## config.mk

```make
export PLATFORM = sky130hd
export DESIGN_NAME = sram16_bridge
export DESIGN_NICKNAME = d
export VERILOG_FILES = /design/src/rtl/sram16_pkg.sv /design/src/rtl/sram16_wait_ctr.sv /design/src/rtl/sram16_bridge.sv
export SDC_FILE = /design/constraint.sdc
export NUM_CORES = 1
export LEC_CHECK = 0
export ABC_AREA = 1
export CAP_MARGIN = 25
export CORE_ASPECT_RATIO = 0.5
export CORE_MARGIN = 4
export CORE_UTILIZATION = 52
export CTS_BUF_LIST = sky130_fd_sc_hd__clkbuf_16
export CTS_CLUSTER_DIAMETER = 100
export DETAILED_ROUTE_END_ITERATION = 7
export PLACE_DENSITY_LB_ADDON = 0.3
export SYNTH_ARGS = -nofsm -noshare
export SYNTH_HDL_FRONTEND = slang
export SYNTH_SLANG_ARGS = --single-unit
```

## constraint.sdc

```tcl
create_clock -name clk -period 3.55 [get_ports clk]
set_input_delay 0.71 -clock clk [delete_from_list [all_inputs] [get_ports clk]]
set_output_delay 0.71 -clock clk [all_outputs]
set_load 0.01 [all_outputs]
```

## src/rtl/sram16_pkg.sv

```systemverilog
// sram16_pkg
// Shared types and constants for the 32-bit to 16-bit asynchronous SRAM
// bridge: the sequencer state enum, the half-select encoding, the bundle of
// active-low strobes with its all-inactive value, and small helpers that pick
// one half of a word or of the byte-enable vector.
// Optional feature macro used by the bridge: SRAM16_MISALIGN_TRAP_EN.

package sram16_pkg;

  typedef enum logic [2:0] {
    IDLE     = 3'd0,
    SETUP_HI = 3'd1,
    ACC_HI   = 3'd2,
    SETUP_LO = 3'd3,
    ACC_LO   = 3'd4,
    RESP     = 3'd5
  } state_e;

  // Half-select encoding: the high half is always transferred first.
  localparam logic HALF_HI = 1'b1;
  localparam logic HALF_LO = 1'b0;

  // All SRAM control strobes, active low.
  typedef struct packed {
    logic ce_n;
    logic oe_n;
    logic we_n;
    logic ub_n;
    logic lb_n;
  } strobe_t;

  localparam strobe_t STROBE_INACTIVE = strobe_t'(5'b11111);

  // Returns the 16-bit half of a 32-bit word selected by 'half'.
  function automatic logic [15:0] half_data(input logic [31:0] word, input logic half);
    return (half == HALF_HI) ? word[31:16] : word[15:0];
  endfunction

  // Returns the byte-enable pair {upper byte, lower byte} for one half.
  function automatic logic [1:0] half_be(input logic [3:0] be, input logic half);
    return (half == HALF_HI) ? be[3:2] : be[1:0];
  endfunction

endpackage

```

## src/rtl/sram16_wait_ctr.sv

```systemverilog
// sram16_wait_ctr
// Loadable down-counter that times the access phase of one SRAM half cycle.
// Loading sets the count to WAIT_CYCLES-1; it then decrements once per cycle
// while dec_i is high and holds at zero. done_o is high whenever the count is
// zero, i.e. on the last access cycle.
// Ports:
//   clk     system clock
//   reset   synchronous, active-high reset (count cleared to zero)
//   load_i  load WAIT_CYCLES-1 (takes priority over dec_i)
//   dec_i   decrement while non-zero
//   done_o  count is zero

module sram16_wait_ctr
  import sram16_pkg::*;
#(
  parameter int WAIT_CYCLES = 1
) (
  input  logic clk,
  input  logic reset,
  input  logic load_i,
  input  logic dec_i,
  output logic done_o
);

  localparam int CW = (WAIT_CYCLES > 1) ? $clog2(WAIT_CYCLES) : 1;
  localparam logic [CW-1:0] LOAD_VAL = CW'(WAIT_CYCLES - 1);

  logic [CW-1:0] cnt_q, cnt_d;

  // Next count: load on entry to an access phase, otherwise count down to 0.
  always_comb begin
    cnt_d = cnt_q;
    if (load_i) begin
      cnt_d = LOAD_VAL;
    end else if (dec_i && (cnt_q != '0)) begin
      cnt_d = cnt_q - 1'b1;
    end
  end

  // Count register.
  always_ff @(posedge clk) begin
    if (reset) begin
      cnt_q <= '0;
    end else begin
      cnt_q <= cnt_d;
    end
  end

  assign done_o = (cnt_q == '0);

endmodule

```

## src/rtl/sram16_bridge.sv

```systemverilog
// sram16_bridge
// Memory-side stage between the CPU's 32-bit load/store port and a 16-bit
// asynchronous SRAM. Each accepted request becomes up to two SRAM cycles,
// high half first, each made of one SETUP cycle and WAIT_CYCLES access
// cycles, followed by a single RESP cycle carrying rsp_valid.
// All SRAM-facing signals and response outputs are registered: the next state
// is decoded into next-cycle output values which are then flopped, so the
// strobes never glitch.
// Optional feature: define SRAM16_MISALIGN_TRAP_EN to answer requests whose
// req_addr[1:0] is non-zero with rsp_err=1 and no SRAM cycle. Without it the
// low address bits are ignored and rsp_err is constant 0.
// Ports:
//   clk, reset                 clock, synchronous active-high reset
//   req_valid/req_ready        request handshake (ready only in IDLE)
//   req_we/addr/wdata/be       request fields, captured at acceptance
//   rsp_valid/rdata/err        one-cycle response, read data {hi,lo}, error
//   sram_addr                  SRAM halfword address
//   sram_dq_o/oe/i             split data bus for the top-level tri-state pad
//   sram_ce_n/oe_n/we_n/ub_n/lb_n  active-low SRAM strobes

module sram16_bridge
  import sram16_pkg::*;
#(
  parameter int ADDR_W      = 20,
  parameter int WAIT_CYCLES = 1
) (
  input  logic              clk,
  input  logic              reset,
  input  logic              req_valid,
  output logic              req_ready,
  input  logic              req_we,
  input  logic [31:0]       req_addr,
  input  logic [31:0]       req_wdata,
  input  logic [3:0]        req_be,
  output logic              rsp_valid,
  output logic [31:0]       rsp_rdata,
  output logic              rsp_err,
  output logic [ADDR_W-1:0] sram_addr,
  output logic [15:0]       sram_dq_o,
  output logic              sram_dq_oe,
  input  logic [15:0]       sram_dq_i,
  output logic              sram_ce_n,
  output logic              sram_oe_n,
  output logic              sram_we_n,
  output logic              sram_ub_n,
  output logic              sram_lb_n
);

  state_e state_q, state_d;

  // Request fields captured at acceptance.
  logic              we_q;
  logic [3:0]        be_q;
  logic [31:0]       wdata_q;
  logic [ADDR_W-1:0] base_q;

  // Registered outputs.
  strobe_t           strobe_q, strobe_d;
  logic [ADDR_W-1:0] sram_addr_q, sram_addr_d;
  logic [15:0]       sram_dq_o_q, sram_dq_o_d;
  logic              sram_dq_oe_q, sram_dq_oe_d;
  logic              rsp_valid_q, rsp_valid_d;
  logic [31:0]       rsp_rdata_q;
  logic              rsp_err_q, rsp_err_d;
  logic [15:0]       rd_hi_q;

  logic              accept;
  logic              misalign;
  logic              ctr_load, ctr_dec, ctr_done;

  // Fields seen by the output decoder: on the acceptance edge the capture
  // registers are not loaded yet, so the live request is used instead.
  logic              cur_we;
  logic [3:0]        cur_be;
  logic [31:0]       cur_wdata;
  logic [ADDR_W-1:0] cur_base;
  logic [ADDR_W-1:0] req_base;

  logic              cur_half;
  logic              in_setup, in_acc;
  logic              unused_addr_bits;

  assign req_ready = (state_q == IDLE);
  assign accept    = req_valid && req_ready;

`ifdef SRAM16_MISALIGN_TRAP_EN
  assign misalign = (req_addr[1:0] != 2'b00);
`else
  assign misalign = 1'b0;
`endif

  // Bits outside the halfword window (and the byte offset) carry no meaning.
  assign unused_addr_bits = ^{req_addr[31:ADDR_W+1], req_addr[1:0]};

  assign req_base  = {req_addr[ADDR_W:2], 1'b0};
  assign cur_we    = accept ? req_we    : we_q;
  assign cur_be    = accept ? req_be    : be_q;
  assign cur_wdata = accept ? req_wdata : wdata_q;
  assign cur_base  = accept ? req_base  : base_q;

  // The wait counter is loaded while in SETUP so it holds WAIT_CYCLES-1 on the
  // first access cycle, and counts down through the access phase.
  assign ctr_load = (state_q == SETUP_HI) || (state_q == SETUP_LO);
  assign ctr_dec  = (state_q == ACC_HI)   || (state_q == ACC_LO);

  sram16_wait_ctr #(
    .WAIT_CYCLES (WAIT_CYCLES)
  ) u_wait_ctr (
    .clk    (clk),
    .reset  (reset),
    .load_i (ctr_load),
    .dec_i  (ctr_dec),
    .done_o (ctr_done)
  );

  // Sequencer next state. A write half whose byte-enable pair is zero is
  // skipped entirely; a misaligned trap or an all-zero write goes straight
  // to RESP.
  always_comb begin
    state_d = state_q;
    unique case (state_q)
      IDLE: begin
        if (req_valid) begin
          if (misalign) begin
            state_d = RESP;
          end else if (req_we && (req_be[3:2] == 2'b00)) begin
            state_d = (req_be[1:0] == 2'b00) ? RESP : SETUP_LO;
          end else begin
            state_d = SETUP_HI;
          end
        end
      end
      SETUP_HI: state_d = ACC_HI;
      ACC_HI: begin
        if (ctr_done) begin
          state_d = (we_q && (be_q[1:0] == 2'b00)) ? RESP : SETUP_LO;
        end
      end
      SETUP_LO: state_d = ACC_LO;
      ACC_LO: begin
        if (ctr_done) begin
          state_d = RESP;
        end
      end
      RESP:    state_d = IDLE;
      default: state_d = IDLE;
    endcase
  end

  assign cur_half = ((state_d == SETUP_HI) || (state_d == ACC_HI)) ? HALF_HI : HALF_LO;
  assign in_setup = (state_d == SETUP_HI) || (state_d == SETUP_LO);
  assign in_acc   = (state_d == ACC_HI)   || (state_d == ACC_LO);

  // Output decode for the cycle being entered. Address and write data are
  // already valid in SETUP, and only the access cycles pulse oe_n or we_n, so
  // the address never moves while we_n is low. Write data and address hold
  // their last values outside a transfer.
  always_comb begin
    strobe_d     = STROBE_INACTIVE;
    sram_addr_d  = sram_addr_q;
    sram_dq_o_d  = sram_dq_o_q;
    sram_dq_oe_d = 1'b0;
    if (in_setup || in_acc) begin
      strobe_d.ce_n = 1'b0;
      sram_addr_d   = (cur_half == HALF_HI) ? cur_base : {cur_base[ADDR_W-1:1], 1'b1};
      if (cur_we) begin
        sram_dq_oe_d = 1'b1;
        sram_dq_o_d  = half_data(cur_wdata, cur_half);
      end
    end
    if (in_acc) begin
      if (cur_we) begin
        strobe_d.we_n                 = 1'b0;
        {strobe_d.ub_n, strobe_d.lb_n} = ~half_be(cur_be, cur_half);
      end else begin
        strobe_d.oe_n = 1'b0;
        strobe_d.ub_n = 1'b0;
        strobe_d.lb_n = 1'b0;
      end
    end
  end

  assign rsp_valid_d = (state_d == RESP);
  assign rsp_err_d   = accept && misalign;

  // State, captured request and registered outputs. Reset drops any
  // transaction in flight and returns every strobe to inactive on the next edge.
  always_ff @(posedge clk) begin
    if (reset) begin
      state_q      <= IDLE;
      we_q         <= 1'b0;
      be_q         <= '0;
      wdata_q      <= '0;
      base_q       <= '0;
      strobe_q     <= STROBE_INACTIVE;
      sram_addr_q  <= '0;
      sram_dq_o_q  <= '0;
      sram_dq_oe_q <= 1'b0;
      rsp_valid_q  <= 1'b0;
      rsp_err_q    <= 1'b0;
    end else begin
      state_q      <= state_d;
      strobe_q     <= strobe_d;
      sram_addr_q  <= sram_addr_d;
      sram_dq_o_q  <= sram_dq_o_d;
      sram_dq_oe_q <= sram_dq_oe_d;
      rsp_valid_q  <= rsp_valid_d;
      rsp_err_q    <= rsp_err_d;
      if (accept) begin
        we_q    <= req_we;
        be_q    <= req_be;
        wdata_q <= req_wdata;
        base_q  <= req_base;
      end
    end
  end

  // Read capture on the last access cycle of each half. The high half is
  // parked in rd_hi_q so rsp_rdata only changes when a full read completes.
  always_ff @(posedge clk) begin
    if (reset) begin
      rd_hi_q     <= '0;
      rsp_rdata_q <= '0;
    end else begin
      if ((state_q == ACC_HI) && ctr_done && !we_q) begin
        rd_hi_q <= sram_dq_i;
      end
      if ((state_q == ACC_LO) && ctr_done && !we_q) begin
        rsp_rdata_q <= {rd_hi_q, sram_dq_i};
      end
    end
  end

  assign sram_ce_n  = strobe_q.ce_n;
  assign sram_oe_n  = strobe_q.oe_n;
  assign sram_we_n  = strobe_q.we_n;
  assign sram_ub_n  = strobe_q.ub_n;
  assign sram_lb_n  = strobe_q.lb_n;
  assign sram_addr  = sram_addr_q;
  assign sram_dq_o  = sram_dq_o_q;
  assign sram_dq_oe = sram_dq_oe_q;
  assign rsp_valid  = rsp_valid_q;
  assign rsp_rdata  = rsp_rdata_q;
  assign rsp_err    = rsp_err_q;

endmodule

```

==> flow_summary.toml, run 1 <==
[drt]
routedWlPerCell_um = 13.5
vias = 5173
viasPerCell = 4.85
top_layer = "met4"
met1_length_um = 6100
wl_met3_um = 1070
wl_met2_um = 7070
antenna_left = 0
drt_iter0_drc = 319
drc = 0
firstDrtPassIters = 6
wl_um = 14400

[setup_path]
crit_fanout = 23
cp.required_ns = 3.81
cp_data_arrival_time_ns = 2.84
end_kind = "flop"
worstSetupStartpointType = "primary input"
crit_type = "in2reg"
regToRegSetupSlack_ns = 1.20

[place]
io_buffers = 150
post-dp-hpwl_um = 9610
post-place-ws_ns = 0.515
place.gp.congestion = 0.829

[logic_synthesis]
synth_area_um2 = 5970
ys_seq_area_share_pct = 51.0
ys_async_sr_fraction_pct = 0
synth-seq-cells = 152
yosysMostFrequentCell = "dfxtp_1"
yosys_warnings = 0
synth_area_leaders = "dfxtp_1 51%, nor2_1 8.4%, nand2_1 7.1%, inv_1 6.1%, o21ai_0 5.3%"
synth_common_cells = "152 x dfxtp_1, 134 x nor2_1, 113 x nand2_1"
synth_edf_count = 0
synth_cells = 775
ys.flop_type = "dfxtp_1"
postSynthNetCount = 863
synth_top_area_cell = "dfxtp_1"
synth_top_cell_area_share_pct = 51.0
synth_cell_types = 27
syn_avg_cell_area_um2 = 7.70

[timing]
final.min_clock_period_ns = 2.58
timing.fmax_ghz = 0.388
relSlewSlack_pct = 57.7
finalSetupViolCount = 0
setup_ws_ns = 0.970
min_period_over_period_pct = 72.7
finalHoldViolCount = 0
rsz0062_at_grt = "false"
finalSetupTns_ns = 0
tightest_slew_ns = 0.632
final.setup_skew_ns = 0.00981
slew_viol_final = 0

[global_route]
grt_max_degree = 67
grt_pass1_vias = 5227
grt.overflow.total = 0
grt_pass1_wl_um = 24500
antenna_found_initial = 0
groute.usage.overall_pct = 22.1

[clock_network]
cts_post_setup_buffers_inserted = 0
cts.repair.resized = 0
clk_path_buf_depth = 2
cts_tree = "built"
cts_root_buf = "clkbuf_16"
cts.htree.levels = 4
clk_pin_slew_ns = 0.07
insertion_delay_ns = 0.41
hold_buffers = 0
numCtsBuffers = 17
clock_sinks = 152

[run_status]
status = "completed"

[finish]
final_net_count = 997
drive_gt1_share_pct = 9.33
area_growth_syn_to_layout_pct = 36.6
n_antenna_cell = 0

[die]
chipWidth_um = 160
start_util_pct = 53.7
design.core.area_um2 = 11100
pin_count = 165
die_area_um2 = 13400
fp.dieH_um = 83.8
rows = 27

[power]
power_density_nw_per_um2 = 670
vdd_drop_max_uv = 391
power_uw = 5460
leakage_uw = 0.00357

[run]
cap_violations = 0

[worst_hold_path]
hold_class = "reg2reg"
## power breakdown
part	internal [uW]	switching (uW)	total [uW]	leakage, uW
Combinational	682	811	1490	0.00201
Sequential	1960	103	2060	0.00124
Clock	1140	769	1910	0.000314
## area by class of cell
class / count / area (um2)
well taps: 145 / 181
inverters: 99 / 372
fillers: 860 / 2960
repair buffers: 160 / 1570
clock inverters: 15 / 210
multi-input cells: 479 / 2350
flip-flops and latches: 152 / 3040
clock buffers: 17 / 425
## worst max-delay path: stages
cell and delay (ns):
clkdlybuf4s50_1 0.51, nand3_4 0.24, nand3_1 0.25, inv_1 0.07, nand2_2 0.15, nand3_2 0.16
nand2_1 0.52, o21ai_0 0.22
## cells in the final DEF (no fill, tap or decap), drive strengths merged
cell	count
nand4	2
inv	107
nand3b	2
nand3	24
clkdlybuf4s50	149
conb	1
mux2i	20
nor3	1
bufinv	3
or2	33
o21a	32
a21oi	36
o211ai	1
dfxtp	152
buf	11
nor2	136
nor4	1
o21ai	73
clkbuf	17
nand2	117
clkinv	4
## layer usage
| layer | GRT usage [%] | vias up |
|---|---|---|
| met5 | 0 | - |
| met4 | 6.30 | 0 |
| met3 | 7.15 | 12 |
| met2 | 38.2 | 134 |
| met1 | 26.4 | 2349 |
| li1 | - | 2678 |
## sequential cells by signal, indices dropped and copies added (netlist names)
signal / cells
sram_addr: 20
sram_dq_oe: 1
be_q: 4
sram_ce_n: 1
sram_we_n: 1
base_q: 20
sram_oe_n: 1
rsp_rdata: 32
we_q: 1
u_wait_ctr.cnt_q: 1
sram_ub_n: 1
rsp_valid: 1
state_q: 3
sram_lb_n: 1
rd_hi_q: 16
wdata_q: 32
sram_dq_o: 16
## cell families (layout without fill, tap and decap cells)
kind of cell | Yosys count | after routing | synth area share (%)
compound gates | 142 | 142 | 13.3
buf+inv | 144 | 291 | 9.66
flops | 152 | 152 | 51.0
mux | 20 | 20 | 3.35
other cells | 1 | 1 | 0.0628
simple gates | 316 | 316 | 22.7
## worst paths after layout
check              from  depth (start not counted)            to
min reg2reg   base_q[0]                          2     base_q[0]
max           req_valid                          8  sram_addr[1]
min           base_q[0]                          2     base_q[0]
max reg2reg  state_q[0]                          8  sram_addr[1]
## stage by stage
stage | hold WS (ns) | utilization (%) | instance area, um2 | instances
finish | 0.436 | 73.4 | 8150 | 1067
global route | 0.468 | 73.4 | 8150 | 1067
CTS | 0.439 | 73.4 | 8150 | 1067
detailed placement | 0.429 | 67.6 | 7520 | 1035
global placement | 0.427 | 67.6 | 7520 | 1035
floorplan | 0.419 | - | 5970 | 775
Note: power is estimated with default switching activity, not from simulation.
==> run 2: changes to the inputs <==
--- a/config.mk
+++ b/config.mk
@@ -9,7 +9,7 @@
 export CAP_MARGIN = 25
 export CORE_ASPECT_RATIO = 0.5
 export CORE_MARGIN = 4
-export CORE_UTILIZATION = 52
+export CORE_UTILIZATION = 48
 export CTS_BUF_LIST = sky130_fd_sc_hd__clkbuf_16
 export CTS_CLUSTER_DIAMETER = 100
 export DETAILED_ROUTE_END_ITERATION = 7
==> constraint.sdc (replaced) <==
create_clock -name clk -period 2.6 [get_ports clk]
set_input_delay 0.52 -clock clk [delete_from_list [all_inputs] [get_ports clk]]
set_output_delay 0.52 -clock clk [all_outputs]
set_load 0.01 [all_outputs]
==> run 2 against run 1 <==
First-iteration DRC count grew 22%. Power grew 32%. Combinational power grew 40%. Critical path type is now reg2out. Largest power group unchanged. Highest routed layer unchanged.
==> flow_summary.toml, run 2 (same netlist as run 1, synthesis figures left out) <==
[clock_network]
cts.repair.resized = 0
clk_pin_slew_ns = 0.06
numCtsBuffers = 17
clk_path_buf_depth = 2
cts_post_setup_buffers_inserted = 0
cts_tree = "built"
cts_root_buf = "clkbuf_16"
hold_buffers = 0
cts.htree.levels = 4
clock_sinks = 152
insertion_delay_ns = 0.41

[setup_path]
worstSetupStartpointType = "flop"
cp_slowest_cell = "clkdlybuf4s50_1"
crit_type = "reg2out"
end_kind = "output pin"
r2r-end = "sram_addr[0]"
crit_chain = "nor2_4 -> nand2_1 -> inv_1 -> clkdlybuf4s50_1"
reg2reg_depth = 11
crit_fanout = 5
regToRegSetupSlack_ns = 0.53
slowest_delay_ns = 0.52
cp.required_ns = 2.08
r2r_start = "state_q[2]"
cp_data_arrival_time_ns = 1.59

[die]
pin_count = 165
start_util_pct = 49.8
rows = 28
fp.dieH_um = 86.9
chipWidth_um = 166
die_area_um2 = 14400
design.core.area_um2 = 12000

[drt]
antenna_left = 0
firstDrtPassIters = 4
drc = 0
viasPerCell = 4.77
vias = 5219
wl_um = 14100
drt_iter0_drc = 389
routedWlPerCell_um = 12.9

[timing]
finalSetupTns_ns = 0
min_period_over_period_pct = 81.2
finalHoldViolCount = 0
final.setup_skew_ns = 0.0118
finalSetupViolCount = 0
timing.fmax_ghz = 0.474
rsz0062_at_grt = "false"
relSlewSlack_pct = 65.1
tightest_slew_ns = 0.524
final.min_clock_period_ns = 2.11
slew_viol_final = 0

[global_route]
groute.usage.overall_pct = 19.5
grt_max_degree = 68
grt_pass1_vias = 4911
grt_pass1_wl_um = 23000
grt.overflow.total = 0
antenna_found_initial = 0

[worst_hold_path]
holdPathEnd = "rsp_rdata[11]"
min_from = "rsp_rdata[11]"
hold_class = "reg2reg"
hold_depth = 2

[finish]
final_common_cell = "dfxtp_1"
area_growth_syn_to_layout_pct = 37.1
drive_gt1_share_pct = 9.81
final_net_count = 1003
n_antenna_cell = 0
finalNonFillerCells = 1093
final_cell_mix = "152 x dfxtp_1, 149 x clkdlybuf4s50_1, 134 x nor2_1"
final_area_um2 = 8190

[power]
power.internal_uw = 4900
comb_power_share_pct = 29.0
seq_power_share_pct = 39.1
leakage_uw = 0.00356
power_density_nw_per_um2 = 878
p_sw_share_pct = 31.8
pwr-share-clk_pct = 31.9
switching_power_uw = 2280
vdd_drop_max_uv = 483

[run]
cap_violations = 0

[run_status]
status = "completed"

[place]
place.gp.congestion = 0.784
dp_cells = 1061
post-dp-hpwl_um = 9670
io_buffers = 150
post_dp_cell_area_um2 = 7620
==> run 2: cell types whose count changed in the layout (fill, tap and decap cells not counted), sizes merged <==
cell / change
inv: -2
clkinvlp: +2
clkinv: +3
bufinv: -3
buf: +6
==> run 2: worst max-delay path, delay by kind of cell (launching register included) <==
| family | cells | cell delay (ns) |
|---|---|---|
| AND/OR/NAND/NOR | 2 | 0.27 |
| buffers and inverters | 2 | 0.57 |
| flip-flops | 1 | 0.36 |
==> run 2: metal layers <==
layer | wire, um | track usage [%] | vias up
met2 | 6770 | 33.9 | 129
met5 | 0 | 0 | -
met1 | 6250 | 23.3 | 2383
met3 | 923 | 6.84 | 12
met4 | 171 | 5.61 | 0
li1 | - | - | 2695
==> run 2: metrics by stage <==
stage	total power (uW)	hold slack, ns	setup slack [ns]	util, %
global placement	4890	0.426	0.198	63.6
finish	7190	0.442	0.489	68.3
global route	7620	0.458	0.291	68.3
floorplan	4170	0.419	0.987	-
detailed placement	4940	0.433	0.150	63.6
CTS	7250	0.444	0.459	68.3
==> run 2: how the worst max path moves through the flow <==
stage,end,cells past startpoint,startpoint
global placement,sram_addr[0],10,req_be[2]
floorplan,sram_ub_n,9,req_be[3]
detailed placement,sram_addr[0],10,req_be[2]
finish,req_ready,4,state_q[0]
global route,sram_addr[0],11,state_q[2]
CTS,req_ready,4,state_q[0]
==> run 2: power by group through the flow <==
stage	combinational, uW	sequential (uW)	clock (uW)
global placement	2050	2840	0
detailed placement	2090	2860	0
CTS	2100	2810	2340
finish	2080	2810	2300
global route	2320	2840	2460
floorplan	1250	2910	0
==> run 2: area by class of cell <==
type,instances,area [um2]
well taps,165,206
inverters,99,372
flip-flops and latches,152,3040
repair buffers,166,1650
fillers,970,3790
clock inverters,15,136
clock buffers,17,425
multi-input cells,479,2350
==> run 3: changes to the inputs <==
==> constraint.sdc (replaced) <==
create_clock -name clk -period 2.1 [get_ports clk]
set_input_delay 0.42 -clock clk [delete_from_list [all_inputs] [get_ports clk]]
set_output_delay 0.42 -clock clk [all_outputs]
set_load 0.01 [all_outputs]
==> run 3 against run 2 <==
Wire length up 1.3%. First-iteration DRC count down 33%. Core utilization up 1.1 points. Hold slack worse by 0.065 ns. Largest cell class unchanged. Global-route usage up 0.54 points. Combinational power up 31%. Cell area up 1.6%. Clock power up 27%. Largest power group unchanged. Final cell count up 1.2%. Die area unchanged. Clock skew down 0.0041 ns. Setup slack worse by 0.40 ns.
==> flow_summary.toml, run 3 (same netlist as run 1, synthesis figures left out) <==
[run_status]
status = "completed"

[global_route]
groute.usage.overall_pct = 20.0
grt_max_degree = 65
grt_pass1_vias = 5094
antenna_found_initial = 0
grt.overflow.total = 0
grt_pass1_wl_um = 23700

[drt]
firstDrtPassIters = 4
met1_length_um = 6420
wl_met2_um = 6830
viasPerCell = 4.78
routedWlPerCell_um = 12.9
drc = 0
wl_met3_um = 812
top_layer = "met4"
drt_iter0_drc = 262
wl_um = 14300
antenna_left = 0
vias = 5283

[clock_network]
cts.repair.resized = 0
cts.htree.levels = 4
insertion_delay_ns = 0.42
numCtsBuffers = 17
clk_path_buf_depth = 2
cts_root_buf = "clkbuf_16"
cts_post_setup_buffers_inserted = 0
clk_pin_slew_ns = 0.07
clock_sinks = 152
cts_tree = "built"
hold_buffers = 0

[run]
cap_violations = 0

[timing]
holdWs_ns = 0.377
min_period_over_period_pct = 95.8
final.setup_skew_ns = 0.00769
finalHoldViolCount = 0
rsz0062_at_grt = "false"
setup_ws_ns = 0.0884
timing.fmax_ghz = 0.497
finalSetupViolCount = 0
slew_viol_final = 0
final.min_clock_period_ns = 2.01

[worst_hold_path]
hold_class = "in2reg"
min_from = "reset"

[power]
leakage_uw = 0.00364
power_density_nw_per_um2 = 1100
vdd_drop_max_uv = 750

[place]
place.gp.congestion = 0.794
io_buffers = 150
post-place-ws_ns = -0.0735
post-dp-hpwl_um = 9860
dp_cells = 1075
post_dp_cell_area_um2 = 7750

[finish]
final_common_cell = "dfxtp_1"
fin_util_pct = 69.4
finalNonFillerCells = 1106
final_net_count = 1017
final_area_um2 = 8320
n_antenna_cell = 0
final_cell_mix = "151 x dfxtp_1, 149 x clkdlybuf4s50_1, 134 x nor2_1"
drive_gt1_share_pct = 11.3
fillers = 986
area_growth_syn_to_layout_pct = 39.4

[setup_path]
worstSetupStartpoint = "state_q[1]"
crit_fanout = 5
worstSetupStartpointType = "flop"
regToRegSetupSlack_ns = 0.24
end_kind = "output pin"
crit_type = "reg2out"
slowest_delay_ns = 0.52
cp_data_arrival_time_ns = 1.59
cp.required_ns = 1.68
cp_slowest_cell = "clkdlybuf4s50_1"
r2r_start = "state_q[2]"
crit_chain = "nor2_4 -> nand2_1 -> inv_1 -> clkdlybuf4s50_1"

[die]
pin_count = 165
fp.dieH_um = 86.9
chipWidth_um = 166
design.core.area_um2 = 12000
rows = 28
start_util_pct = 49.8
die_area_um2 = 14400
[run 3: metrics by stage]
stage	power (uW)	setup TNS [ns]
final	9130	0
after global routing	9670	0
after CTS	9210	0
after detailed placement	6270	-1.41
after global placement	6190	-0.799
after floorplan	5160	0
[run 3: cell type report]
cell class | count | area (um2) | share of cell area [%]
multi-input combinational | 479 | 2350 | 28.2
sequential | 152 | 3040 | 36.6
timing repair buffer | 180 | 1780 | 21.4
inverter | 99 | 372 | 4.47
clock inverter | 14 | 138 | 1.65
tap | 165 | 206 | 2.48
clock buffer | 17 | 425 | 5.11
[run 3: worst paths after layout]
| check | endpoint | cells after the start |
|---|---|---|
| hold reg to reg | base_q[0] | 2 |
| setup / recovery | req_ready | 4 |
| hold / removal | base_q[5] | 2 |
| setup reg to reg | sram_dq_o[12] | 12 |
[run 3: power breakdown]
| group | switching [uW] | leakage (uW) | internal (uW) |
|---|---|---|---|
| registers | 173 | 0.00124 | 3310 |
| clock network | 1270 | 0.000266 | 1650 |
| logic | 1400 | 0.00213 | 1330 |
[run 3: worst max-delay path: cells and delay by family (launching register included)]
kind                   cells  cell delay [ns]
buffers and inverters      2             0.57
DFF                        1             0.35
and+or+nand+nor            2             0.26
[run 3: per-layer routing]
layer  track usage [%]  vias to the layer above
li1                  -                     2720
met1              24.1                     2411
met2              34.8                      131
met3              5.98                       21
met4              7.11                        0
met5                 0                        -
